<file path="config.mk">
export PLATFORM = sky130hd
export DESIGN_NAME = game_round_sequencer_flat
export DESIGN_NICKNAME = d
export VERILOG_FILES = /design/src/rtl/game_round_sequencer_if.sv /design/src/rtl/game_round_sequencer.sv /design/src/flat_wrapper.sv
export SDC_FILE = /design/constraint.sdc
export NUM_CORES = 1
export LEC_CHECK = 0
export CAP_MARGIN = 5
export CORE_MARGIN = 3
export CORE_UTILIZATION = 60
export CTS_BUF_LIST = sky130_fd_sc_hd__clkbuf_4
export CTS_CLUSTER_SIZE = 12
export DETAILED_ROUTE_END_ITERATION = 10
export GPL_TIMING_DRIVEN = 0
export PLACE_DENSITY = 0.87
export SYNTH_ARGS = -nofsm -noshare
export SYNTH_HDL_FRONTEND = slang
export SYNTH_SLANG_ARGS = --single-unit
export TNS_END_PERCENT = 50
</file>
<file path="constraint.sdc">
create_clock -name clk -period 5.4 [get_ports clk]
set_input_delay 0.81 -clock clk [delete_from_list [all_inputs] [get_ports clk]]
set_output_delay 0.81 -clock clk [all_outputs]
set_load 0.005 [all_outputs]
</file>
<file path="src/rtl/game_round_sequencer_if.sv">
// game_round_sequencer_if: control, display and capture signals of the round sequencer
interface game_round_sequencer_if;
    logic       start;
    logic [2:0] level;
    logic       cap_valid;
    logic [2:0] cap_data;
    logic       cap_en;
    logic       cap_clear;
    logic       show_valid;
    logic [2:0] show_idx;
    logic       busy;
    logic       round_pass;
    logic       round_fail;
    logic [7:0] score;
    modport master (
        output start, level, cap_valid, cap_data,
        input  cap_en, cap_clear, show_valid, show_idx, busy, round_pass, round_fail, score
    );
    modport slave (
        input  start, level, cap_valid, cap_data,
        output cap_en, cap_clear, show_valid, show_idx, busy, round_pass, round_fail, score
    );
endinterface

</file>
<file path="src/rtl/game_round_sequencer.sv">
// game_round_sequencer: generates, shows and checks a random button pattern per round
module game_round_sequencer #(
    parameter int          SHOW_ON_CYC  = 4,
    parameter int          SHOW_OFF_CYC = 2,
    parameter int          TIMEOUT_CYC  = 64,
    parameter logic [15:0] SEED         = 16'hACE1
) (
    input logic                   clk,
    input logic                   rst,
    game_round_sequencer_if.slave bus
);
    localparam int CW = $clog2(TIMEOUT_CYC + SHOW_ON_CYC + SHOW_OFF_CYC + 1);
    typedef enum logic [2:0] {IDLE, GEN, SHOW_ON, SHOW_OFF, INPUT, PASS, FAIL} state_t;
    state_t        state_q, state_d;
    logic [15:0]   lfsr_q;
    logic [3:0]    k_q, k_d, len_q, len_d;
    logic [CW-1:0] cnt_q, cnt_d;
    logic [7:0]    score_q;
    logic          clr_q;
    logic [2:0]    pat_q [16];
    logic [1:0]    lvl;
    assign lvl = (!bus.level[2] && bus.level[1:0] != 2'd0) ? bus.level[1:0] : 2'd1;
    // state, counters, LFSR, score and the cap_clear entry pulse
    always_ff @(posedge clk) begin
        if (rst) begin
            state_q <= IDLE;
            lfsr_q  <= SEED;
            k_q     <= '0;
            len_q   <= '0;
            cnt_q   <= '0;
            score_q <= '0;
            clr_q   <= 1'b0;
        end else begin
            state_q <= state_d;
            lfsr_q  <= {lfsr_q[14:0], lfsr_q[15] ^ lfsr_q[13] ^ lfsr_q[12] ^ lfsr_q[10]};
            k_q     <= k_d;
            len_q   <= len_d;
            cnt_q   <= cnt_d;
            score_q <= (state_q == PASS && score_q != 8'hFF) ? score_q + 8'd1 : score_q;
            clr_q   <= state_d == INPUT && state_q != INPUT;
        end
    end
    // pattern memory is written only while generating and never cleared
    always_ff @(posedge clk) begin
        if (state_q == GEN) pat_q[k_q] <= lfsr_q[2:0];
    end
    // next-state logic; cnt times the show phases and the input timeout
    always_comb begin
        state_d = state_q;
        k_d     = k_q;
        len_d   = len_q;
        cnt_d   = cnt_q + CW'(1);
        case (state_q)
            IDLE: begin
                cnt_d = '0;
                if (bus.start) begin
                    state_d = GEN;
                    k_d     = '0;
                    len_d   = {lvl, 2'b11};
                end
            end
            GEN: begin
                cnt_d = '0;
                k_d   = k_q + 4'd1;
                if (k_q == len_q - 4'd1) begin
                    state_d = SHOW_ON;
                    k_d     = '0;
                end
            end
            SHOW_ON: begin
                if (cnt_q == CW'(SHOW_ON_CYC - 1)) begin
                    state_d = SHOW_OFF;
                    cnt_d   = '0;
                end
            end
            SHOW_OFF: begin
                if (cnt_q == CW'(SHOW_OFF_CYC - 1)) begin
                    cnt_d   = '0;
                    state_d = (k_q == len_q - 4'd1) ? INPUT : SHOW_ON;
                    k_d     = (k_q == len_q - 4'd1) ? 4'd0 : k_q + 4'd1;
                end
            end
            INPUT: begin
                if (bus.cap_valid) begin
                    cnt_d = '0;
                    if (bus.cap_data != pat_q[k_q]) state_d = FAIL;
                    else if (k_q == len_q - 4'd1) state_d = PASS;
                    else k_d = k_q + 4'd1;
                end else if (cnt_q == CW'(TIMEOUT_CYC - 1)) begin
                    state_d = FAIL;
                end
            end
            default: state_d = IDLE;
        endcase
    end
    assign bus.cap_en     = state_q == INPUT;
    assign bus.cap_clear  = clr_q;
    assign bus.show_valid = state_q == SHOW_ON;
    assign bus.show_idx   = (state_q == SHOW_ON) ? pat_q[k_q] : 3'd0;
    assign bus.busy       = state_q != IDLE;
    assign bus.round_pass = state_q == PASS;
    assign bus.round_fail = state_q == FAIL;
    assign bus.score      = score_q;
endmodule
</file>
<file path="src/flat_wrapper.sv">
// flat-port wrapper written by rule: the top's interface ports become plain ports
module game_round_sequencer_flat 
#(
    parameter int          SHOW_ON_CYC  = 4,
    parameter int          SHOW_OFF_CYC = 2,
    parameter int          TIMEOUT_CYC  = 64,
    parameter logic [15:0] SEED         = 16'hACE1
)
  (clk, rst, bus_start, bus_level, bus_cap_valid, bus_cap_data, bus_cap_en, bus_cap_clear, bus_show_valid, bus_show_idx, bus_busy, bus_round_pass, bus_round_fail, bus_score);
  game_round_sequencer_if bus_i ();
  input logic clk;
  input logic rst;
  input wire logic [$bits(bus_i.start)-1:0] bus_start;
  input wire logic [$bits(bus_i.level)-1:0] bus_level;
  input wire logic [$bits(bus_i.cap_valid)-1:0] bus_cap_valid;
  input wire logic [$bits(bus_i.cap_data)-1:0] bus_cap_data;
  output wire logic [$bits(bus_i.cap_en)-1:0] bus_cap_en;
  output wire logic [$bits(bus_i.cap_clear)-1:0] bus_cap_clear;
  output wire logic [$bits(bus_i.show_valid)-1:0] bus_show_valid;
  output wire logic [$bits(bus_i.show_idx)-1:0] bus_show_idx;
  output wire logic [$bits(bus_i.busy)-1:0] bus_busy;
  output wire logic [$bits(bus_i.round_pass)-1:0] bus_round_pass;
  output wire logic [$bits(bus_i.round_fail)-1:0] bus_round_fail;
  output wire logic [$bits(bus_i.score)-1:0] bus_score;
  assign bus_i.start = bus_start;
  assign bus_i.level = bus_level;
  assign bus_i.cap_valid = bus_cap_valid;
  assign bus_i.cap_data = bus_cap_data;
  assign bus_cap_en = bus_i.cap_en;
  assign bus_cap_clear = bus_i.cap_clear;
  assign bus_show_valid = bus_i.show_valid;
  assign bus_show_idx = bus_i.show_idx;
  assign bus_busy = bus_i.busy;
  assign bus_round_pass = bus_i.round_pass;
  assign bus_round_fail = bus_i.round_fail;
  assign bus_score = bus_i.score;
  game_round_sequencer #(.SHOW_ON_CYC(SHOW_ON_CYC), .SHOW_OFF_CYC(SHOW_OFF_CYC), .TIMEOUT_CYC(TIMEOUT_CYC), .SEED(SEED)) u_core (.clk(clk), .rst(rst), .bus(bus_i));
endmodule
</file>
* After elaboration in Yosys (flattened, before gate mapping)
Memories as Yosys holds them, arrays and structs flattened. A register that Yosys moved wholly into a read port is not among the register bits. Cells that the tools add are included.
Word-level totals: flip-flop bits (word level) 43, latch bits 0, memory bits (writable) 48, bits in read-only memories 0, input port bits 10, output and inout port bits 17, word-level logic and storage cells 72, memories 1
Cells by class: $add $sub $neg 4, multipliers 0, div/mod/pow operators 0, $lt $le $gt $ge 0, equality and inequality tests 19, shifts and indexed selects 0, multiplexer cells 27, bitwise operators 3, reduce and logical (&&, ||, !) cells 11
Memory list:
- u_core.pat_q | words 16, bits a word 3, rd ports 1, clocked after memory_dff 1, wr ports 1, line game_round_sequencer.sv:20 | logic [2:0] pat_q [16];
Operators with widths (number):
- 4-bit two-way mux | 8
- 3-bit two-way mux | 10
- 7-bit case mux with 4 select lines | 1
- 7-bit two-way mux | 3
- 4-bit case mux with 4 select lines | 1
- 3-bit case mux with 5 select lines | 1
- 3-bit equality test, second input constant | 4
- 8-bit by 1-bit adder with 8-bit output, second input constant | 1
- 2-bit != test, second input constant | 4
- 8-bit != test, second input constant | 1
- 7-bit by 1-bit adder with 7-bit output, second input constant | 1
- 7-bit by 1-bit equality test with 1-bit output, second input constant | 1
- 7-bit by 2-bit equality test with 1-bit output, second input constant | 1
- 7-bit by 6-bit equality test with 1-bit output, second input constant | 1
- 3-bit by 2-bit equality test with 1-bit output, second input constant | 2
- 6-bit AND reduction | 1
- 4-bit by 1-bit adder with 4-bit output, second input constant | 1
- 4-bit equality test | 1
- 4-bit nonzero test | 1
- 4-bit by 1-bit subtractor with 4-bit output, second input constant | 1
- 3-bit by 1-bit equality test with 1-bit output, second input constant | 1
- 1-bit logical AND | 3
- 3-bit zero test | 1
- 3-bit != test | 1
- 10 further kinds | 13

* Depth between registers and ports, before layout
depth in word-level cells 8, gate-level depth with buffers 10, depth with buffers taken out 9

* Least setup slack after synthesis
OpenSTA, ideal clock, no wires.
kind reg-to-output, from register with a tool-made name, to output bus_show_idx[0], arrival time 1572 ps, required time 4590 ps, setup slack 3018 ps, stages on the path, launching flop included 7, buffers on the path 2, cell sequence dfxtp_1 buf_4 buf_2 mux2i_1 mux4_2 mux2_2 nor2_1
RTL lines:
- end: declaration | line flat_wrapper.sv:20 | output wire logic [$bits(bus_i.show_idx)-1:0] bus_show_idx;

==> impl_results.md <==
- Outcome: complete, no violations
- Yosys reg bits: 94
- Worst path cell trace: buf_4 -> buf_2 -> mux2i_1 -> mux4_2 -> mux2_2 -> nor2_1 -> clkdlybuf4s50_1
- Layout area overhead: 11.8%
- Warnings, synthesis: 0
- Crit Path Category: reg -> out
- CP Launch Type: flip-flop
- Clock buffer count from CTS: 9
- Vias in the first global route: 2786
- Setup TNS: 0 ns
- Min Tclk post-route: 3.52 ns
- Number of synthesized flops with an enable pin: 48
- Via count: 2898
- # fillers: 451
- RSZ-0062 raised after global routing: false
- Worst skew pair latency: 0.44 ns
- Area share of the largest cell type after synthesis: 0.350
- Worst slew margin: 0.305
- R2r endpoint: u_core.k_q[0]$_SDFFE_PP0P_
- TritonRoute pass-1 iters: 6
- DRC violations left: 0
- CTS-repair resized insts: 0
- WP data arrival: 2.71 ns
- Iter 0 DRT Violations: 231
- CTS tree: done
- Maximum buffer depth of the clock tree: 2
- Wirelength per Cell: 15.8 um
- Most frequent cell after synthesis: edfxtp_1
- Area contributors post-synth: edfxtp_1 (35%), dfxtp_1 (22%), mux2i_1 (5.6%), nor2_1 (3.5%), ha_1 (2.4%)
- Count of pins over their slew limit: 0
- Antenna violations before repair: 0
- Max-cap viol count: 0
- Chip Height: 88.9 um
- Fin cells: 487
- VDD IR max: 175 uV
- Cell area after synthesis: 0.00412 mm^2
- Multi-input gate area: 0.00164 mm^2
- Root Driver: clkbuf_4
- IO Pins: 27
- Clock sink count: 94
- Clock Pin Slew Worst Setup and Hold Paths: 0.13 ns
- Hold Path Class: reg -> reg
- Final period utilization: 0.651
- Final Skew: 0.0150 ns
- Final GP Congestion: 0.881
- List of most frequent post-synthesis cells: edfxtp_1 (48), dfxtp_1 (46), nor2_1 (38)
- Die X: 88.9 um
- Primary FF master, synth: edfxtp_1
- Initial Util: 0.634
- Register area: 0.00236 mm^2
- First-pass GRT wire length: 12800 um
- # setup viols final: 0
- Sequential share of the synthesized area: 0.573
- DR vias/cell: 5.95
- Worst setup path end: bus_show_idx[0]
- Total wire length: 7720 um
- Core Footprint: 0.00649 mm^2
- Antenna Nets Post-Route: 0
- Inst Count DP: 471
- R2R depth: 8
- CTS Hold Buffers Added: 0
- Fmax: 284 MHz
- Area leader, netlist: edfxtp_1
- Mapped Cells: 368
- Pwr per Cell Area: 277 mW/mm^2
- Synth async-reset ratio: 0
- Reg-to-reg slack, setup: 2.52 ns
- Synth unique cells: 50
- Final-report hold violation count: 0
- Critical-path top delay cell: mux4_2
- Worst EP required: 4.59 ns
- H-tree depth: 3
- FP Rows: 29
- Syn Nets: 386
- Crit. End Element: output port
- Hpwl dp: 5570 um
- Largest net degree at the start of global routing: 18
- Leakage: 1.59 nW
- Share of layout cells above drive strength 1: 0.0976
- Crit path max fanout: 10
- Syn avg cell area: 11.2 um^2
- NumNets Final: 423
- Buffers on Ports: 26
- DIE AREA: 0.00790 mm^2
- # diodes: 0
- Total track usage: 0.214
- Slew of the pin with the lowest slew margin: 1.04 ns
- Remaining global-route overflow: 0
- Post-CTS Setup Inserts: 0
- Slowest stage delay, CP: 0.53 ns
registers in the layout, indices dropped and copies added, names as in the netlist, named ones only:
signal and cells:
u_core.pat_q 48, u_core.lfsr_q 16, u_core.bus.score 8, u_core.cnt_q 7, u_core.k_q 4, u_core.len_q 3
u_core.state_q 3, u_core.bus.cap_clear 1
worst max-delay path, delay by kind of cell, from the launching register on:
family | cells | cell delay (ns)
buffers and inverters | 3 | 0.93
and+or+nand+nor | 1 | 0.09
muxes | 3 | 0.93
DFF | 1 | 0.33
stage by stage:
step	hold slack (ns)	util	setup WS, ns	power [mW]	cell area, um^2
finish	0.429	0.709	1.88	1.28	4610
global route	0.441	0.709	1.72	1.33	4610
CTS	0.431	0.709	1.84	1.28	4600
detailed placement	0.399	0.689	2.32	0.950	4480
global placement	0.394	0.689	2.36	0.943	4480
floorplan	0.389	-	3.02	0.907	4120
area by class of cell:
class	instances	area share
Buffer	18	0.0179
Timing Repair Buffer	26	0.0565
Multi-Input combinational cell	244	0.355
Sequential cell	94	0.513
Tap cell	77	0.0209
Clock inverter	5	0.00923
Clock buffer	11	0.0179
Inverter	12	0.00977
cells by family after synthesis:
logic type | after synthesis | share of synthesized area
AO/OA/AOI/OAI | 37 | 0.0595
adder cells (fa/ha/maj) | 8 | 0.0243
multiplexers | 29 | 0.0777
buffers and inverters | 30 | 0.0310
XOR/XNOR | 20 | 0.0459
flip-flops | 94 | 0.573
AND/OR/NAND/NOR | 150 | 0.188
per-layer routing:
metal	global-route usage	share of wire	routed length, um	vias up
li1	-	-	-	1392
met1	0.265	0.43	3320	1378
met2	0.356	0.49	3750	110
met3	0.0540	0.061	471	18
met4	0.0920	0.022	167	0
met5	0	0	0	-
power breakdown:
group / total [mW] / internal (mW) / switching, mW
clock network: 0.339 / 0.110 / 0.229
logic: 0.140 / 0.0628 / 0.0775
registers: 0.797 / 0.777 / 0.0207
total: 1.28 / 0.950 / 0.327
worst min-delay path by stage:
stage / startpoint / endpoint / slack [ns] / cells past startpoint
floorplan: u_core.lfsr_q[9]$_SDFF_PP0_ / u_core.lfsr_q[10]$_SDFF_PP1_ / 0.39 / 1
global placement: u_core.lfsr_q[14]$_SDFF_PP0_ / u_core.lfsr_q[15]$_SDFF_PP1_ / 0.39 / 1
detailed placement: u_core.lfsr_q[14]$_SDFF_PP0_ / u_core.lfsr_q[15]$_SDFF_PP1_ / 0.40 / 1
CTS: u_core.lfsr_q[14]$_SDFF_PP0_ / u_core.lfsr_q[15]$_SDFF_PP1_ / 0.43 / 1
global route: u_core.lfsr_q[5]$_SDFF_PP1_ / u_core.lfsr_q[6]$_SDFF_PP1_ / 0.44 / 1
finish: u_core.lfsr_q[14]$_SDFF_PP0_ / u_core.lfsr_q[15]$_SDFF_PP1_ / 0.43 / 1
cell usage in the layout, fill, tap and decap left out, types with 11 or more instances in the layout:
cell and instances:
clkbuf_1 11, clkbuf_4 11, clkdlybuf4s50_1 26, dfxtp_1 46
edfxtp_1 48, inv_1 12, mux2i_1 23, nand2_1 26
nand3_1 16, nor2_1 38, nor2b_1 11, xor2_1 11
No activity file was read; power rests on OpenSTA's default activity.
==> edit (same settings) <==
Make the reset (`rst`) asynchronous in one clocked block.
--- a/src/rtl/game_round_sequencer.sv
+++ b/src/rtl/game_round_sequencer.sv
@@ -21,7 +21,7 @@
     logic [1:0]    lvl;
     assign lvl = (!bus.level[2] && bus.level[1:0] != 2'd0) ? bus.level[1:0] : 2'd1;
     // state, counters, LFSR, score and the cap_clear entry pulse
-    always_ff @(posedge clk) begin
+    always_ff @(posedge clk or posedge rst) begin
         if (rst) begin
             state_q <= IDLE;
             lfsr_q  <= SEED;
Check against the original RTL: differs if rst is asserted again (counterexample within 4 cycles, from zero or initial values and one cycle with rst high); with rst held inactive, the same outputs for 10 cycles.
==> edit against the unedited design <==
  * Routed wire length is 4.0% lower
  * Core utilization decreased by 0.18 points
  * Sequential cell count down 4
  * Setup slack better by 0.18 ns
  * Design area down 1.9%
  * Register-to-register slack improved by 0.49 ns
  * Critical path depth stayed put
  * Clock skew rose by 0.0034 ns
  * Synthesized area shrank 3.1%
  * Worst hold slack got worse by 0.067 ns
Power is not compared: it rests on default switching activity, and its combinational part moved more than twofold at a synthesized area within 25%.
==> edit: results (changes against the unedited design) <==
----------------------------------------------------
[Global route]
  Vias in the first global route ... 2565 (was 2786)
  Global-route wire length before repair ... 12100 um (was 12800 um)
  Pin count of the biggest net entering global routing ... 43 (was 18)

[Layout]
  Cell Count, Final, Fillers Out ... 429 (was 487)
  Final net count ... 365 (was 423)

[Run status]
  Result of the run ... completed (unchanged)

[Routing]
  Pre-antenna DRT Iters ... 4 (was 6)
  Topmost layer with routed signal wires ... met4 (unchanged)
  Met3 WL ... 374 um (was 471 um)
  Wire length the detailed router placed on met1 ... 3150 um (was 3320 um)
  Wirelength per Cell ... 17.3 um (was 15.8 um)
  Via Count ... 2508 (was 2898)
  Met2 WL ... 3700 um (was 3750 um)

[Clock network]
  Postcts setup bufs ... 0 (unchanged)
  Clock-pin slew reported for the worst setup and hold paths after clock tree synthesis ... 0.15 ns (was 0.13 ns)
  Clock buffer depth ... 2 (unchanged)

[Synth]
  Async S/R FF share, synth ... 46.7% (was 0%)
  Number of instances in the synthesized netlist ... 310 (was 368)
  Synth unique cells ... 51 (was 50)
  Share of the yosys chip area belonging to registers ... 62.7% (was 57.3%)
  Leading cell types by total area after synthesis ... edfxtp_1 (36%), dfrtp_1 (21%), dfstp_2 (5.3%) (was edfxtp_1 (35%), dfxtp_1 (22%), mux2i_1 (5.6%))
  Synth Net Count ... 328 (was 386)
  Number of enable flip-flop cells after synthesis ... 48 (unchanged)

[Power and ir drop]
  Worst IR drop on VDD ... roughly 390 uV

[Placement]
  Last weighted congestion value of the routability-driven placer ... 0.907 (was 0.881)
  HPWL Detailed ... 5230 um (was 5570 um)
  Post-detailed-placement cell area ... 4350 um^2 (was 4480 um^2)
  Worst slack at placement ... 2.56 ns (was 2.32 ns)
  Number of placed cells counting well taps ... 413 (was 471)

[STA]
  Transition at the pin with the smallest max-transition slack ... 0.851 ns (was 1.04 ns)
  Post-Route Skew ... 0.0184 ns (was 0.0150 ns)

[Worst hold path]
  Number of cells traversed by the worst hold path ... 0 (was 1)

[Setup path]
  Number of cell instances on the worst register-to-register path ... 9 (was 8)
  Arrival time at the worst endpoint ... 2.53 ns (was 2.71 ns)

----------------------------------------------------
## edit: area by class of cell
cell class	count	area (um^2)
sequential	90	2500
fill	424	1870
multi-input combinational	200	1380
timing repair buffer	26	260
clock inverter	7	101
tap	77	96.3
clock buffer	9	67.6
buffer	8	63.8
inverter	12	45.0
## edit: where the power goes
| group | internal [mW] | switching [mW] |
|---|---|---|
| sequential | 0.788 | 0.0507 |
| clock | 0.192 | 0.231 |
| combinational | 0.291 | 0.378 |
## edit: metal layers
metal | track usage (%) | vias to the layer above
met1 | 26.7 | 1239
met5 | 0 | -
li1 | - | 1197
met2 | 34.7 | 57
met3 | 5.55 | 15
met4 | 9.48 | 0
## edit: kinds of logic (layout without fill, tap and decap cells)
kind of cell | after synthesis | in the layout | synth area share (%)
AO/OA/AOI/OAI | 50 | 50 | 9.18
XOR/XNOR | 18 | 18 | 3.95
adder cells (fa/ha/maj) | 8 | 8 | 2.51
buffers and inverters | 20 | 62 | 2.73
flip-flops | 90 | 90 | 62.7
multiplexers | 26 | 26 | 6.77
AND/OR/NAND/NOR | 98 | 98 | 12.2
## edit: worst paths after layout
kind                             startpoint  slack, ns                to
setup / recovery              u_core.k_q[0]       2.06   bus_show_idx[2]
hold / removal             u_core.lfsr_q[6]       0.36  u_core.lfsr_q[7]
setup reg to reg              u_core.k_q[0]       3.01     u_core.k_q[0]
hold reg to reg            u_core.lfsr_q[6]       0.36  u_core.lfsr_q[7]
max in group asynchronous               rst       4.02  u_core.lfsr_q[2]
min in group asynchronous               rst       0.84   u_core.len_q[3]
## edit: worst max-delay path, stage by stage (launching register included)
cell and delay (ns):
dfrtp_1 0.45, buf_6 0.18, buf_12 0.16, mux2i_1 0.12
a22oi_1 0.20, nand3_1 0.18, a21oi_1 0.24, clkdlybuf4s50_1 0.53
